`src/rtl/pmem_arbiter.sv`:
```
// Physical-memory arbiter: shares one line-wide memory port between the
// I-cache (read only) and D-cache (read/writeback) using a 3-state FSM.
// Ports: clk, rst_n (async, active-low); i_pmem_* from/to the I-cache;
// d_pmem_* from/to the D-cache; pmem_* to/from physical memory.
// Option: define ARB_RR_EN for round-robin tie-breaking; default D wins ties.
module pmem_arbiter #(
    parameter int ADDR_W = 32,
    parameter int LINE_W = 256
) (
    input  logic              clk,
    input  logic              rst_n,
    input  logic [ADDR_W-1:0] i_pmem_address,
    input  logic              i_pmem_read,
    output logic [LINE_W-1:0] i_pmem_rdata,
    output logic              i_pmem_resp,
    input  logic [ADDR_W-1:0] d_pmem_address,
    input  logic              d_pmem_read,
    input  logic              d_pmem_write,
    input  logic [LINE_W-1:0] d_pmem_wdata,
    output logic [LINE_W-1:0] d_pmem_rdata,
    output logic              d_pmem_resp,
    output logic [ADDR_W-1:0] pmem_address,
    output logic [LINE_W-1:0] pmem_wdata,
    output logic              pmem_read,
    output logic              pmem_write,
    input  logic [LINE_W-1:0] pmem_rdata,
    input  logic              pmem_resp
);

    typedef enum logic [1:0] {
        IDLE,
        BUSY_I,
        BUSY_D
    } state_t;

    state_t state;
    logic   i_req;
    logic   d_req;
    logic   grant_i;

    assign i_req = i_pmem_read;
    assign d_req = d_pmem_read | d_pmem_write;

`ifdef ARB_RR_EN
    // last_d set means D was the most recent owner, so I wins the next tie
    logic last_d;
    assign grant_i = i_req & (~d_req | last_d);
`else
    assign grant_i = i_req & ~d_req;
`endif

    // Responses are qualified by ownership so a stray memory strobe in
    // IDLE never reaches either cache.
    assign i_pmem_resp  = pmem_resp & (state == BUSY_I);
    assign d_pmem_resp  = pmem_resp & (state == BUSY_D);
    assign i_pmem_rdata = pmem_rdata;
    assign d_pmem_rdata = pmem_rdata;

    always_ff @(posedge clk or negedge rst_n) begin
        if (!rst_n) begin
            state        <= IDLE;
            pmem_address <= '0;
            pmem_wdata   <= '0;
            pmem_read    <= 1'b0;
            pmem_write   <= 1'b0;
`ifdef ARB_RR_EN
            last_d       <= 1'b1;
`endif
        end else begin
            case (state)
                IDLE: begin
                    if (grant_i) begin
                        state        <= BUSY_I;
                        pmem_address <= i_pmem_address;
                        pmem_read    <= 1'b1;
                        pmem_write   <= 1'b0;
`ifdef ARB_RR_EN
                        last_d       <= 1'b0;
`endif
                    end else if (d_req) begin
                        // read+write together is treated as a writeback
                        state        <= BUSY_D;
                        pmem_address <= d_pmem_address;
                        pmem_wdata   <= d_pmem_wdata;
                        pmem_read    <= d_pmem_read & ~d_pmem_write;
                        pmem_write   <= d_pmem_write;
`ifdef ARB_RR_EN
                        last_d       <= 1'b1;
`endif
                    end
                end
                BUSY_I, BUSY_D: begin
                    if (pmem_resp) begin
                        state      <= IDLE;
                        pmem_read  <= 1'b0;
                        pmem_write <= 1'b0;
                    end
                end
                default: begin
                    state      <= IDLE;
                    pmem_read  <= 1'b0;
                    pmem_write <= 1'b0;
                end
            endcase
        end
    end

endmodule

```
`config.mk`:
```
export PLATFORM = sky130hd
export DESIGN_NAME = pmem_arbiter
export DESIGN_NICKNAME = d
export VERILOG_FILES = /design/src/rtl/pmem_arbiter.sv
export SDC_FILE = /design/constraint.sdc
export NUM_CORES = 1
export LEC_CHECK = 0
export CAP_MARGIN = 20
export CORE_AREA = 2 2 548 550
export CTS_BUF_LIST = sky130_fd_sc_hd__clkbuf_4
export DETAILED_ROUTE_END_ITERATION = 8
export DIE_AREA = 0 0 550 552
export PLACE_DENSITY_LB_ADDON = 0.3
export SYNTH_ARGS = -nofsm -noshare
export SYNTH_HDL_FRONTEND = slang
export SYNTH_SLANG_ARGS = --single-unit
```
`constraint.sdc`:
```
create_clock -name clk -period 2.6 [get_ports clk]
set_input_delay 0.52 -clock clk [delete_from_list [all_inputs] [get_ports clk]]
set_output_delay 0.52 -clock clk [all_outputs]
set_load 0.01 [all_outputs]
```
Word level (Yosys, flattened, before mapping)
Cells that the tools add are included.

cells by class
  equal/unequal tests = 4
  multiplexer cells = 13
  bitwise operators = 8
  reductions and logical operators = 6

operators by type and width
  operator              number
  $mux W32              2
  $mux W2               3
  $mux W1               5
  $and A1 B1 Y1         4
  $pmux W1 S2           2
  $pmux W2 S2           1
  $reduce_and A2 Y1     2
  $ne A3 B3 Y1 const B  1
  $not A1 Y1            3
  $reduce_and A3 Y1     1
  $eq A2 B1 Y1 const B  1
  $eq A2 B2 Y1 const B  1
  $logic_not A2 Y1      1
  $ne A2 B2 Y1 const B  1
  $reduce_bool A2 Y1    1
  $reduce_or A2 Y1      1
  $or A1 B1 Y1          1

storage, ports and cells
  flip-flop bits (word level) = 292
  input bits = 582
  output and inout port bits = 804

Depth between registers and ports, before layout
Gate-level depths: netlist of the first run.

  word-level depth = 5
  gate-level depth with buffers = 8
  depth with buffers taken out = 5

Worst setup path after synthesis of the first run
Ideal clock, no wire load.

  kind = reg2reg
  from = register state[0]
  to = register pmem_wdata[100]
  slack = 0.975 ns
  data arrival time = 1.500 ns
  path buffers = 3
  library setup time = 0.125 ns
  clock period less this slack = 1.625 ns
  cell stages (with the launch flop) = 8
  cells stage by stage = dfrtp_1 > inv_1 > ha_1 > o21ai_1 > buf_4 > buf_6 > buf_6 > mux2_4

on the way
  cells in the longest elaborated chain, start to end = 2

ends and longest elaborated chain
  what                         line  source
  start: declaration           36    state_t state;
  start signal: assignment     61    state <= IDLE;
  start signal: assignment     73    state <= BUSY_I;
  start signal: assignment     82    state <= BUSY_D;
  $logic_not A2 Y1             70    case (state)
  $reduce_and A3 Y1 (no line)  -
  end signal: assignment       84    pmem_wdata <= d_pmem_wdata;
  end: declaration             23    output logic [LINE_W-1:0] pmem_wdata,

No other way between the ends.
A chain may end at the register's enable or synchronous reset.

Final worst setup path of the first run
  from = register pmem_address[28]
  to = output pmem_address[28]

RTL lines
  what                      line  source
  start: declaration        22    output logic [ADDR_W-1:0] pmem_address,
  start signal: assignment  74    pmem_address <= i_pmem_address;
  start signal: assignment  83    pmem_address <= d_pmem_address;

No word-level cell between the ends.

==> metrics.md, run 1 <==
| Metric | Value |
|---|---|
| Rel. slew slack | 62.0% |
| Simple-gate area share of the yosys netlist | 1.90% |
| IO Pins | 1386 |
| Compound-gate portion of the synthesized area | 1.67% |
| Iteration count of the initial detailed-routing pass | 4 |
| Starting DRC count in detailed routing | 419 |
| XOR/XNOR Fraction of Synth Area | 0% |
| Syn_area_per_cell | 12.8 um^2 |
| Final critical-path share of the clock period | 94.0% |
| CTS max path bufs | 4 |
| Worst-Margin Slew | 573 ps |
| Commonest non-fill, non-tap cell in the layout | clkdlybuf4s50_1 |
| GRT overflow | 0 |
| Setup CP Type | register to output port |
| TritonCTS buffer count | 104 |
| Global-route wire length before repair | 177 mm |
| Power per cell area | 1150 nW/um^2 |
| Leakage Power | 10.5 nW |
| Fmax | 409 MHz |
| HPWL after DPL | 133 mm |
| Largest net degree at the start of global routing | 49 |
| Buffer and inverter count on the worst path | 1 |
| Initial Util | 5.24% |
| DR DRC count | 0 |
| Yosys reg bits | 292 |
| Largest family of logic cells by synthesized area | buffers and inverters |
| Initial antenna violation count | 165 |
| Reg2reg start | state[0]$_DFFE_PN0P_ |
| Routed Antenna Nets | 0 |
| Worst r2r path cells | 11 |
| Most frequent cells in the layout | clkdlybuf4s50_1 (324), dfrtp_1 (292), dlygate4sd3_1 (286) |
| Data required time of the worst path | 2080 ps |
| Most area-consuming cells after synthesis | dfrtp_1 (47%), buf_4 (25%), mux2_4 (17%), mux2_2 (5.7%), nor2_1 (1.6%) |
| WHS Endpoint | pmem_address[0]$_DFFE_PN0P_ |
| HP Class | primary input to register |
| Status | finished clean |
| Die height | 552 um |
| CP max-delay cell | dlygate4sd2_1 |
| Final WL | 151 mm |
| Adder-cell area share of the yosys netlist | 0.240% |
| Final slew viol count | 0 |
| Area after DPL | 23200 um^2 |
| GPL Wtd Cong | 0.695 |
| Count of final setup violators | 0 |
| All-Layer GR Usage | 9.59% |
| Mapped Area | 15600 um^2 |
| Crit path max-delay family | buffers and inverters |
| R2r setup slk | 180 ps |
| Vias in the first global route | 12700 |
| Total negative setup slack | 0 ps |
| CP arrival | 1920 ps |
| CTS sink cnt | 292 |
| Root buf cell | clkbuf_4 |
| FF-to-FF End | pmem_wdata[247]$_DFFE_PN0P_ |
| Synth warnings | 0 |
| Final #Nets | 2324 |
| Post-synth net total | 1804 |
| Crit end category | output port |
| Post-route minimum period | 2440 ps |
| Hold path start | i_pmem_address[0] |
| Fraction of layout cells with a size suffix above 1 | 39.8% |
| Crit-path cells | dlygate4sd2_1 |
| Clock Skew | 222 ps |
| Fillers | 34600 |
| H-tree depth | 3 |
| Yosys top cell by area | dfrtp_1 |
| Max Cap Viol | 0 |
| Routed len/inst | 25.9 um |
| Die Area | 304000 um^2 |
| TritonCTS clock tree | yes |
| Worst-path clk slew | 60 ps |
| FP Rows | 201 |
| Core Box Area | 298000 um^2 |
| Worst skew pair latency | 1200 ps |
| Final instance area | 27200 um^2 |
| Post-synthesis mux area share | 22.7% |
| Min-Delay Path Depth | 3 |
| Register area share after synthesis | 46.8% |
| Syn Inst Count | 1219 |
| Share of the synthesized area in the top cell type | 46.8% |
| Final hold violation count | 0 |
| Chip Width | 550 um |
| IO Port Bufs | 617 |
| CP peak stage delay | 580 ps |
| Finished Core Util | 9.13% |
| Worst VDD drop | 309 uV |
| Max FO, Critical Path | 2 |
| Startpoint class of the critical path | register |
| Vias | 11600 |
| Drt via density | 2.00 |
| Area grow syn2layout | 74.2% |
| Count of cell types in the netlist | 20 |
## worst reg2reg max path: cells and delay by family, from the launching register on
kind | cells | cell delay (ps)
buffers and inverters | 8 | 1240
flip-flops | 1 | 400
multiplexers | 1 | 340
adder cells (fa/ha/maj) | 1 | 220
AO/OA/AOI/OAI | 1 | 120
## metrics by stage
step                      setup WS, ps  cells  power, mW  hold WS [ps]
after floorplan                    975   1219       15.6           224
after global placement             197   5290       27.1           488
after detailed placement           184   5290       27.2           492
after CTS                        0.157   5758       32.5          6.72
after global routing            -0.880   5773       34.1          52.1
final                              157   5811       31.3           190
## cells by family after synthesis
kind of cell | after synthesis
AOI/OAI and AO/OA | 41
and+or+nand+nor | 73
buffers and inverters | 554
adders and majority gates | 3
muxes | 256
DFF | 292
## layer usage
layer / wire (um) / GRT usage, % / vias to the layer above
met3: 30700 / 8.91 / 536
met4: 7770 / 3.92 / 4
met2: 61200 / 14.0 / 1121
met1: 50800 / 9.29 / 5305
met5: 25 / 0 / -
li1: - / - / 4672
## cells in the mapped netlist (all sizes together)
cell type	number
nand4bb	1
mux2	256
nor2	66
a22o	2
nor2b	2
ha	3
o31a	1
o21ai	1
buf	547
dfrtp	292
clkbuf	4
o22ai	33
nand2b	2
o22a	1
inv	3
a21oi	3
and2	2
## layout make-up
class | count | area, um^2 | share of cell area (%)
repair buffers | 965 | 9420 | 34.6
flip-flops and latches | 292 | 7310 | 26.8
well taps | 3958 | 4950 | 18.2
multi-input cells | 373 | 4170 | 15.3
clock buffers | 147 | 1100 | 4.05
clock inverters | 27 | 144 | 0.529
diodes | 46 | 115 | 0.423
inverters | 3 | 11.3 | 0.0414
## state kept, by name, summed over array words and instances, names as in the netlist
register and cells:
pmem_address 32, pmem_write 1, state 2, pmem_wdata 256, pmem_read 1
## worst max path at each step
stage	slack [ps]	end	cells past startpoint	startpoint
after global routing	-0.9	pmem_wdata[22]	1	pmem_wdata[22]$_DFFE_PN0P_
final	160	pmem_address[28]	1	pmem_address[28]$_DFFE_PN0P_
after floorplan	980	pmem_wdata[100]$_DFFE_PN0P_	7	state[0]$_DFFE_PN0P_
after global placement	200	pmem_wdata[11]$_DFFE_PN0P_	6	d_pmem_write
after CTS	0.2	pmem_wdata[11]	1	pmem_wdata[11]$_DFFE_PN0P_
after detailed placement	180	pmem_wdata[60]$_DFFE_PN0P_	6	d_pmem_write
## report_power, final
part           switching, mW  internal (mW)  total [mW]
clock                   2.73           2.67        5.39
combinational           9.74           7.76        17.5
sequential              1.44           6.92        8.36
total                   13.9           17.3        31.3
## repair_timing
item | 4_1_cts | 5_1_grt
endpoints found under the hold margin | 566 | 0
resized for setup | 1018 | 2
endpoints found under the setup margin | 278 | 8
buffers inserted | 7 | 6
cloned | 0 | 1
hold buffers | 287 | 0
Power figures use the tool's default switching activity.
==> run 2, diff against run 1 <==
--- a/config.mk
+++ b/config.mk
@@ -7,10 +7,10 @@
 export LEC_CHECK = 0
 export CAP_MARGIN = 20
 export CORE_AREA = 2 2 548 550
-export CTS_BUF_LIST = sky130_fd_sc_hd__clkbuf_4
 export DETAILED_ROUTE_END_ITERATION = 8
 export DIE_AREA = 0 0 550 552
 export PLACE_DENSITY_LB_ADDON = 0.3
+export SETUP_SLACK_MARGIN = 0.05
 export SYNTH_ARGS = -nofsm -noshare
 export SYNTH_HDL_FRONTEND = slang
 export SYNTH_SLANG_ARGS = --single-unit
==> run 2 against run 1 <==
Against the previous run: register-to-register slack improved by 500 ps; via count decreased by 13%; clock-buffer cell count decreased by 88; die area unchanged.
==> metrics.md, run 2 (synthesis gave the netlist of run 1 again) <==
| Metric | Value |
|---|---|
| Status | finished clean (unchanged) |
| Comb pwr share | 55.0% (was 56.0%) |
| Crit-path cells | clkdlybuf4s50_1 (was dlygate4sd2_1) |
| CTS sink cnt | 292 (unchanged) |
| Die height | 552 um (unchanged) |
| Starting DRC count in detailed routing | 489 (was 419) |
| Max FO, Critical Path | 2 (unchanged) |
| Routed Antenna Nets | 0 (unchanged) |
| CP max-delay cell | clkdlybuf4s50_1 (was dlygate4sd2_1) |
| CP arrival | 1940 ps (was 1920 ps) |
| Setup CP Type | register to output port (unchanged) |
| Max Cap Viol | 0 (unchanged) |
| Startpoint class of the critical path | register (unchanged) |
| Clock power share | 19.6% (was 17.3%) |
| Worst-Margin Slew | 686 ps (was 573 ps) |
| Crit end category | output port (unchanged) |
| CP Depth | 1 (unchanged) |
| Area after DPL | 23200 um^2 (unchanged) |
| IO Pins | 1386 (unchanged) |
| Fmax | 407 MHz (was 409 MHz) |
| Top flop regs | pmem_wdata (256), pmem_address (32), state (2) (unchanged) |
| Total power | 33.0 mW (was 31.3 mW) |
| Worst skew pair latency | 710 ps (was 1200 ps) |
| Final slew viol count | 0 (unchanged) |
| FP Rows | 201 (unchanged) |
| Global-route wire length before repair | 173 mm (was 177 mm) |
| Critical Path Source | pmem_wdata[101]$_DFFE_PN0P_ (was pmem_address[28]$_DFFE_PN0P_) |
| H-tree depth | 2 (was 3) |
| Root buf cell | clkbuf_16 (was clkbuf_4) |
| Setup Buffers After CTS | 0 (was 7) |
| Initial Util | 5.24% (unchanged) |
| Final instance area | 24900 um^2 (was 27200 um^2) |
| Rel. slew slack | 54.5% (was 62.0%) |
| Drt via density | 1.87 (was 2.00) |
| GRT overflow | 0 (unchanged) |
| CTS max path bufs | 3 (was 4) |
| Top reg by flops | pmem_wdata (unchanged) |
| Largest net degree at the start of global routing | 49 (unchanged) |
| Final #Nets | 1966 (was 2324) |
| Seq pwr share | 25.4% (was 26.7%) |
| Commonest non-fill, non-tap cell in the layout | clkdlybuf4s50_1 (unchanged) |
| Power per cell area | 1320 nW/um^2 (was 1150 nW/um^2) |
| HP Class | primary input to async pin (was primary input to register) |
| CP peak stage delay | 860 ps (was 580 ps) |
| Unrepaired setup endpoints after global routing | no |
| Final WL | 148 mm (was 151 mm) |
| Data required time of the worst path | 2080 ps (about the same) |
| DR DRC count | 0 (unchanged) |
| Worst VDD drop | 576 uV (was 309 uV) |
| Setup crit end | pmem_wdata[101] (was pmem_address[28]) |
| NetSw | 13.9 mW (about the same) |
| Worst-path clk slew | 60 ps (about the same) |
| Fraction of layout cells with a size suffix above 1 | 28.0% (was 39.8%) |
| Area grow syn2layout | 59.3% (was 74.2%) |
| Final hold violation count | 0 (unchanged) |
| Routed len/inst | 27.3 um (was 25.9 um) |
| Sw frac | 42.2% (was 44.5%) |
| Iteration count of the initial detailed-routing pass | 4 (unchanged) |
| Number of flip-flops in the largest register | 256 (unchanged) |
| All-Layer GR Usage | 9.46% (was 9.59%) |
| Final critical-path share of the clock period | 94.5% (was 94.0%) |
| GPL Wtd Cong | 0.695 (unchanged) |
| Clock Skew | 53.8 ps (was 222 ps) |
| Buffer and inverter count on the worst path | 1 (unchanged) |
| Vias | 10200 (was 11600) |
| Die Area | 304000 um^2 (unchanged) |
| Worst r2r path cells | 7 (was 11) |
| Pint | 19.1 mW (was 17.3 mW) |
| FF-to-FF End | pmem_wdata[60]$_DFFE_PN0P_ (was pmem_wdata[247]$_DFFE_PN0P_) |
| Total negative setup slack | 0 ps (unchanged) |
| TritonCTS buffer count | 46 (was 104) |
| Chip Width | 550 um (unchanged) |
| Most frequent cells in the layout | clkdlybuf4s50_1 (589), dfrtp_1 (292), mux2_4 (177) (was clkdlybuf4s50_1 (324), dfrtp_1 (292), dlygate4sd3_1 (286)) |
| Count of final setup violators | 0 (unchanged) |
| Vias in the first global route | 10800 (was 12700) |
| HPWL after DPL | 133 mm (unchanged) |
| Crit path max-delay family | buffers and inverters (unchanged) |
| TritonCTS clock tree | yes (unchanged) |
| Initial antenna violation count | 174 (was 165) |
| Leakage Power | 9.03 nW (was 10.5 nW) |
| Reg2reg start | state[0]$_DFFE_PN0P_ (unchanged) |
| R2r setup slk | 680 ps (was 180 ps) |
| Core Box Area | 298000 um^2 (unchanged) |
| Post-route minimum period | 2460 ps (was 2440 ps) |
| IO Port Bufs | 617 (unchanged) |
[run 2: cell types whose count changed in the layout (fill, tap and decap cells not counted), moves of 45 or more]
| cell | delta |
|---|---|
| clkdlybuf4s15_2 | -102 |
| dlygate4sd3_1 | -285 |
| dlygate4sd2_1 | -47 |
| clkdlybuf4s50_1 | +265 |
| clkbuf_16 | +45 |
| buf_4 | -61 |
| clkbuf_4 | -147 |
| buf_2 | -66 |
[run 2: cell type report]
cell class	instances	area (um^2)
clock inverters	24	246
well taps	3958	4950
inverters	3	11.3
fillers	34600	273000
diodes	56	140
multi-input cells	373	4150
clock buffers	59	1270
flip-flops and latches	292	7310
repair buffers	665	6810
[run 2: repair_timing]
item,4_1_cts,5_1_grt
setup endpoints to repair,6,6
resized for setup,6,6
hold buffers,1,0
hold endpoints to repair,35,0
gates cloned,0,0
[run 2: power by group through the flow]
stage | registers, mW | clock network (mW) | logic, mW
finish | 8.38 | 6.47 | 18.1
global route | 8.72 | 6.99 | 19.7
CTS | 8.45 | 6.86 | 18.7
floorplan | 9.22 | 0 | 6.35
global placement | 8.41 | 0 | 18.7
detailed placement | 8.46 | 0 | 18.7
[run 2: per-stage QoR]
stage	utilization, %	cells	setup WS (ps)	hold slack, ps
2_1_floorplan	-	1219	975	224
5_1_grt	8.30	5376	51.0	375
4_1_cts	8.29	5374	54.1	336
3_5_place_dp	7.79	5290	184	492
3_3_place_gp	7.79	5290	197	488
6_report	8.35	5430	143	404
[run 2: worst min path at each step]
stage	start	end	slack (ps)	cells after the start
6_report	rst_n	pmem_wdata[86]$_DFFE_PN0P_	400	2
3_3_place_gp	pmem_address[6]$_DFFE_PN0P_	pmem_address[6]$_DFFE_PN0P_	490	2
4_1_cts	rst_n	pmem_wdata[86]$_DFFE_PN0P_	340	2
3_5_place_dp	pmem_wdata[230]$_DFFE_PN0P_	pmem_wdata[230]$_DFFE_PN0P_	490	1
5_1_grt	d_pmem_wdata[72]	pmem_wdata[72]$_DFFE_PN0P_	380	2
2_1_floorplan	rst_n	pmem_address[0]$_DFFE_PN0P_	220	0
[run 2: per-layer routing]
layer / part of all wire (%) / vias to the layer above / global-route usage, %
met5: 0.022 / - / 0
met3: 21 / 485 / 8.98
met2: 40 / 1009 / 13.8
li1: - / 3927 / -
met1: 34 / 4739 / 9.15
met4: 5.1 / 6 / 3.58
==> run 3, diff against run 2 <==
--- a/config.mk
+++ b/config.mk
@@ -9,6 +9,7 @@
 export CORE_AREA = 2 2 548 550
 export DETAILED_ROUTE_END_ITERATION = 8
 export DIE_AREA = 0 0 550 552
+export GPL_TIMING_DRIVEN = 0
 export PLACE_DENSITY_LB_ADDON = 0.3
 export SETUP_SLACK_MARGIN = 0.05
 export SYNTH_ARGS = -nofsm -noshare
==> run 3 against run 2 <==
Against the previous run: cell count is 18% higher; largest cell class is now buffers; sequential power is 1% lower; power is 4.0% higher; clock power is 9.6% higher.
==> metrics.md, run 3 (synthesis gave the netlist of run 1 again) <==
| Metric | Value |
|---|---|
| Status | finished clean (unchanged) |
| Global-route wire length before repair | 188 mm (was 173 mm) |
| Setup CP Type | register to output port (unchanged) |
| H-tree depth | 2 (unchanged) |
| IO Pins | 1386 (unchanged) |
| Drt via density | 2.13 (was 1.87) |
| Critical Path Source | pmem_address[29]$_DFFE_PN0P_ (was pmem_wdata[101]$_DFFE_PN0P_) |
| Rel. slew slack | 51.0% (was 54.5%) |
| Startpoint class of the critical path | register (unchanged) |
| Power per cell area | 1020 nW/um^2 (was 1320 nW/um^2) |
| Unrepaired setup endpoints after global routing | no (unchanged) |
| Area after DPL | 32000 um^2 (was 23200 um^2) |
| Max Cap Viol | 0 (unchanged) |
| Vias in the first global route | 14100 (was 10800) |
| TritonCTS buffer count | 48 (was 46) |
| Vias | 13700 (was 10200) |
| Worst-Margin Slew | 738 ps (was 686 ps) |
| Data required time of the worst path | 2080 ps (about the same) |
| Final slew viol count | 0 (unchanged) |
| Worst r2r path cells | 7 (unchanged) |
| Worst-path clk slew | 50 ps (was 60 ps) |
| Routed len/inst | 24.7 um (was 27.3 um) |
| Final WL | 159 mm (was 148 mm) |
| Top flop regs | pmem_wdata (256), pmem_address (32), state (2) (unchanged) |
| Fraction of layout cells with a size suffix above 1 | 36.3% (was 28.0%) |
| Initial Util | 5.24% (unchanged) |
| Worst skew pair latency | 700 ps (was 710 ps) |
| Buffer and inverter count on the worst path | 1 (unchanged) |
| GRT overflow | 0 (unchanged) |
| Die Area | 304000 um^2 (unchanged) |
| Fmax | 405 MHz (was 407 MHz) |
| Initial antenna violation count | 128 (was 174) |
| Area grow syn2layout | 115% (was 59.3%) |
| Final hold violation count | 0 (unchanged) |
| Crit-path cells | clkdlybuf4s50_1 (unchanged) |
| Total negative setup slack | 0 ps (unchanged) |
| Max FO, Critical Path | 2 (unchanged) |
| Reg2reg start | state[0]$_DFFE_PN0P_ (unchanged) |
| TritonCTS clock tree | yes (unchanged) |
| Largest net degree at the start of global routing | 83 (was 49) |
| GPL Wtd Cong | 0.883 (was 0.695) |
| CTS sink cnt | 292 (unchanged) |
| CP Depth | 1 (unchanged) |
| R2r setup slk | 420 ps (was 680 ps) |
| Die height | 552 um (unchanged) |
| IO Port Bufs | 1129 (was 617) |
| Iteration count of the initial detailed-routing pass | 4 (unchanged) |
| Total power | 34.3 mW (was 33.0 mW) |
| Post-route minimum period | 2470 ps (was 2460 ps) |
| Final critical-path share of the clock period | 94.9% (was 94.5%) |
| CP peak stage delay | 950 ps (was 860 ps) |
| Number of flip-flops in the largest register | 256 (unchanged) |
| CP arrival | 1950 ps (was 1940 ps) |
| Count of final setup violators | 0 (unchanged) |
| Chip Width | 550 um (unchanged) |
| Finished Core Util | 11.3% (was 8.35%) |
| HP Class | primary input to async pin (unchanged) |
| Starting DRC count in detailed routing | 493 (was 489) |
| CP max-delay cell | clkdlybuf4s50_1 (unchanged) |
| HPWL after DPL | 143 mm (was 133 mm) |
| Leakage Power | 13.5 nW (was 9.03 nW) |
| Clock Skew | 68.5 ps (was 53.8 ps) |
| Most frequent cells in the layout | clkdlybuf4s50_1 (1063), buf_4 (515), dfrtp_1 (292) (was clkdlybuf4s50_1 (589), dfrtp_1 (292), mux2_4 (177)) |
| Top reg by flops | pmem_wdata (unchanged) |
| Final instance area | 33600 um^2 (was 24900 um^2) |
| Routed Antenna Nets | 0 (unchanged) |
| Crit end category | output port (unchanged) |
| Root buf cell | clkbuf_16 (unchanged) |
| DR DRC count | 0 (unchanged) |
| Commonest non-fill, non-tap cell in the layout | clkdlybuf4s50_1 (unchanged) |
| FP Rows | 201 (unchanged) |
| Fillers | 34200 (was 34600) |
| Crit path max-delay family | buffers and inverters (unchanged) |
| CTS max path bufs | 3 (unchanged) |
| All-Layer GR Usage | 10.1% (was 9.46%) |
| Core Box Area | 298000 um^2 (unchanged) |
| Worst VDD drop | 442 uV (was 576 uV) |
| Final #Nets | 2987 (was 1966) |
[run 3: cell count changes in the layout (fill, tap and decap cells not counted), moves of 3 or more]
cell             previous run  this run
diode_2                    56        21
clkinvlp_4                  7         2
clkbuf_16                  46        50
inv_6                       0         3
dlygate4sd2_1               6        58
clkdlybuf4s50_1           589      1063
buf_16                      0         3
buf_6                       0        20
clkbuf_1                    6         9
bufinv_16                   2         6
buf_2                       0        12
buf_4                      38       515
buf_12                     24         0
[run 3: layout make-up]
| type | count | area [um^2] | area share (%) |
|---|---|---|---|
| Tap cell | 3958 | 4950 | 14.7 |
| Antenna cell | 21 | 52.6 | 0.156 |
| Inverter | 3 | 11.3 | 0.0335 |
| Timing Repair Buffer | 1133 | 11300 | 33.7 |
| Buffer | 551 | 4170 | 12.4 |
| Sequential cell | 292 | 7310 | 21.7 |
| Clock inverter | 23 | 300 | 0.893 |
| Clock buffer | 60 | 1340 | 3.98 |
| Multi-Input combinational cell | 373 | 4140 | 12.3 |
[run 3: power by group]
part	switching [mW]	internal (mW)	total, mW
Combinational	9.88	9.02	18.9
Sequential	1.36	6.92	8.28
Clock	2.87	4.22	7.09
Total	14.1	20.2	34.3
[run 3: metal layers]
metal  vias up  share of wire [%]  track usage (%)
li1       5933                  -                -
met1      6316                 34             10.2
met2      1144                 43             15.8
met3       283                 19             8.16
met4        10                2.9             2.37
met5         -              0.039                0
[run 3: path summary, 6_finish.rpt]
| check | endpoint |
|---|---|
| worst max-delay path | pmem_address[29] |
| worst min-delay path | pmem_wdata[83]$_DFFE_PN0P_ |
| max in group asynchronous | pmem_wdata[1]$_DFFE_PN0P_ |
| worst max register to register | pmem_wdata[220]$_DFFE_PN0P_ |
| worst min register to register | pmem_address[17]$_DFFE_PN0P_ |
| min in group clk | pmem_wdata[74]$_DFFE_PN0P_ |
[run 3: timing repair]
action                     4_1_cts  5_1_grt
hold buffers                     1        0
hold endpoints to repair        55        0
resized for setup               59        7
setup endpoints to repair       59        7
buffers inserted                 0        0
gates cloned                     0        0
[run 3: per-stage QoR]
step	hold WS, ps	instances	setup slack (ps)
floorplan	224	1219	975
global placement	488	6306	-15140
detailed placement	490	6309	-169
CTS	295	6393	54.0
global route	352	6398	50.0
finish	379	6414	131
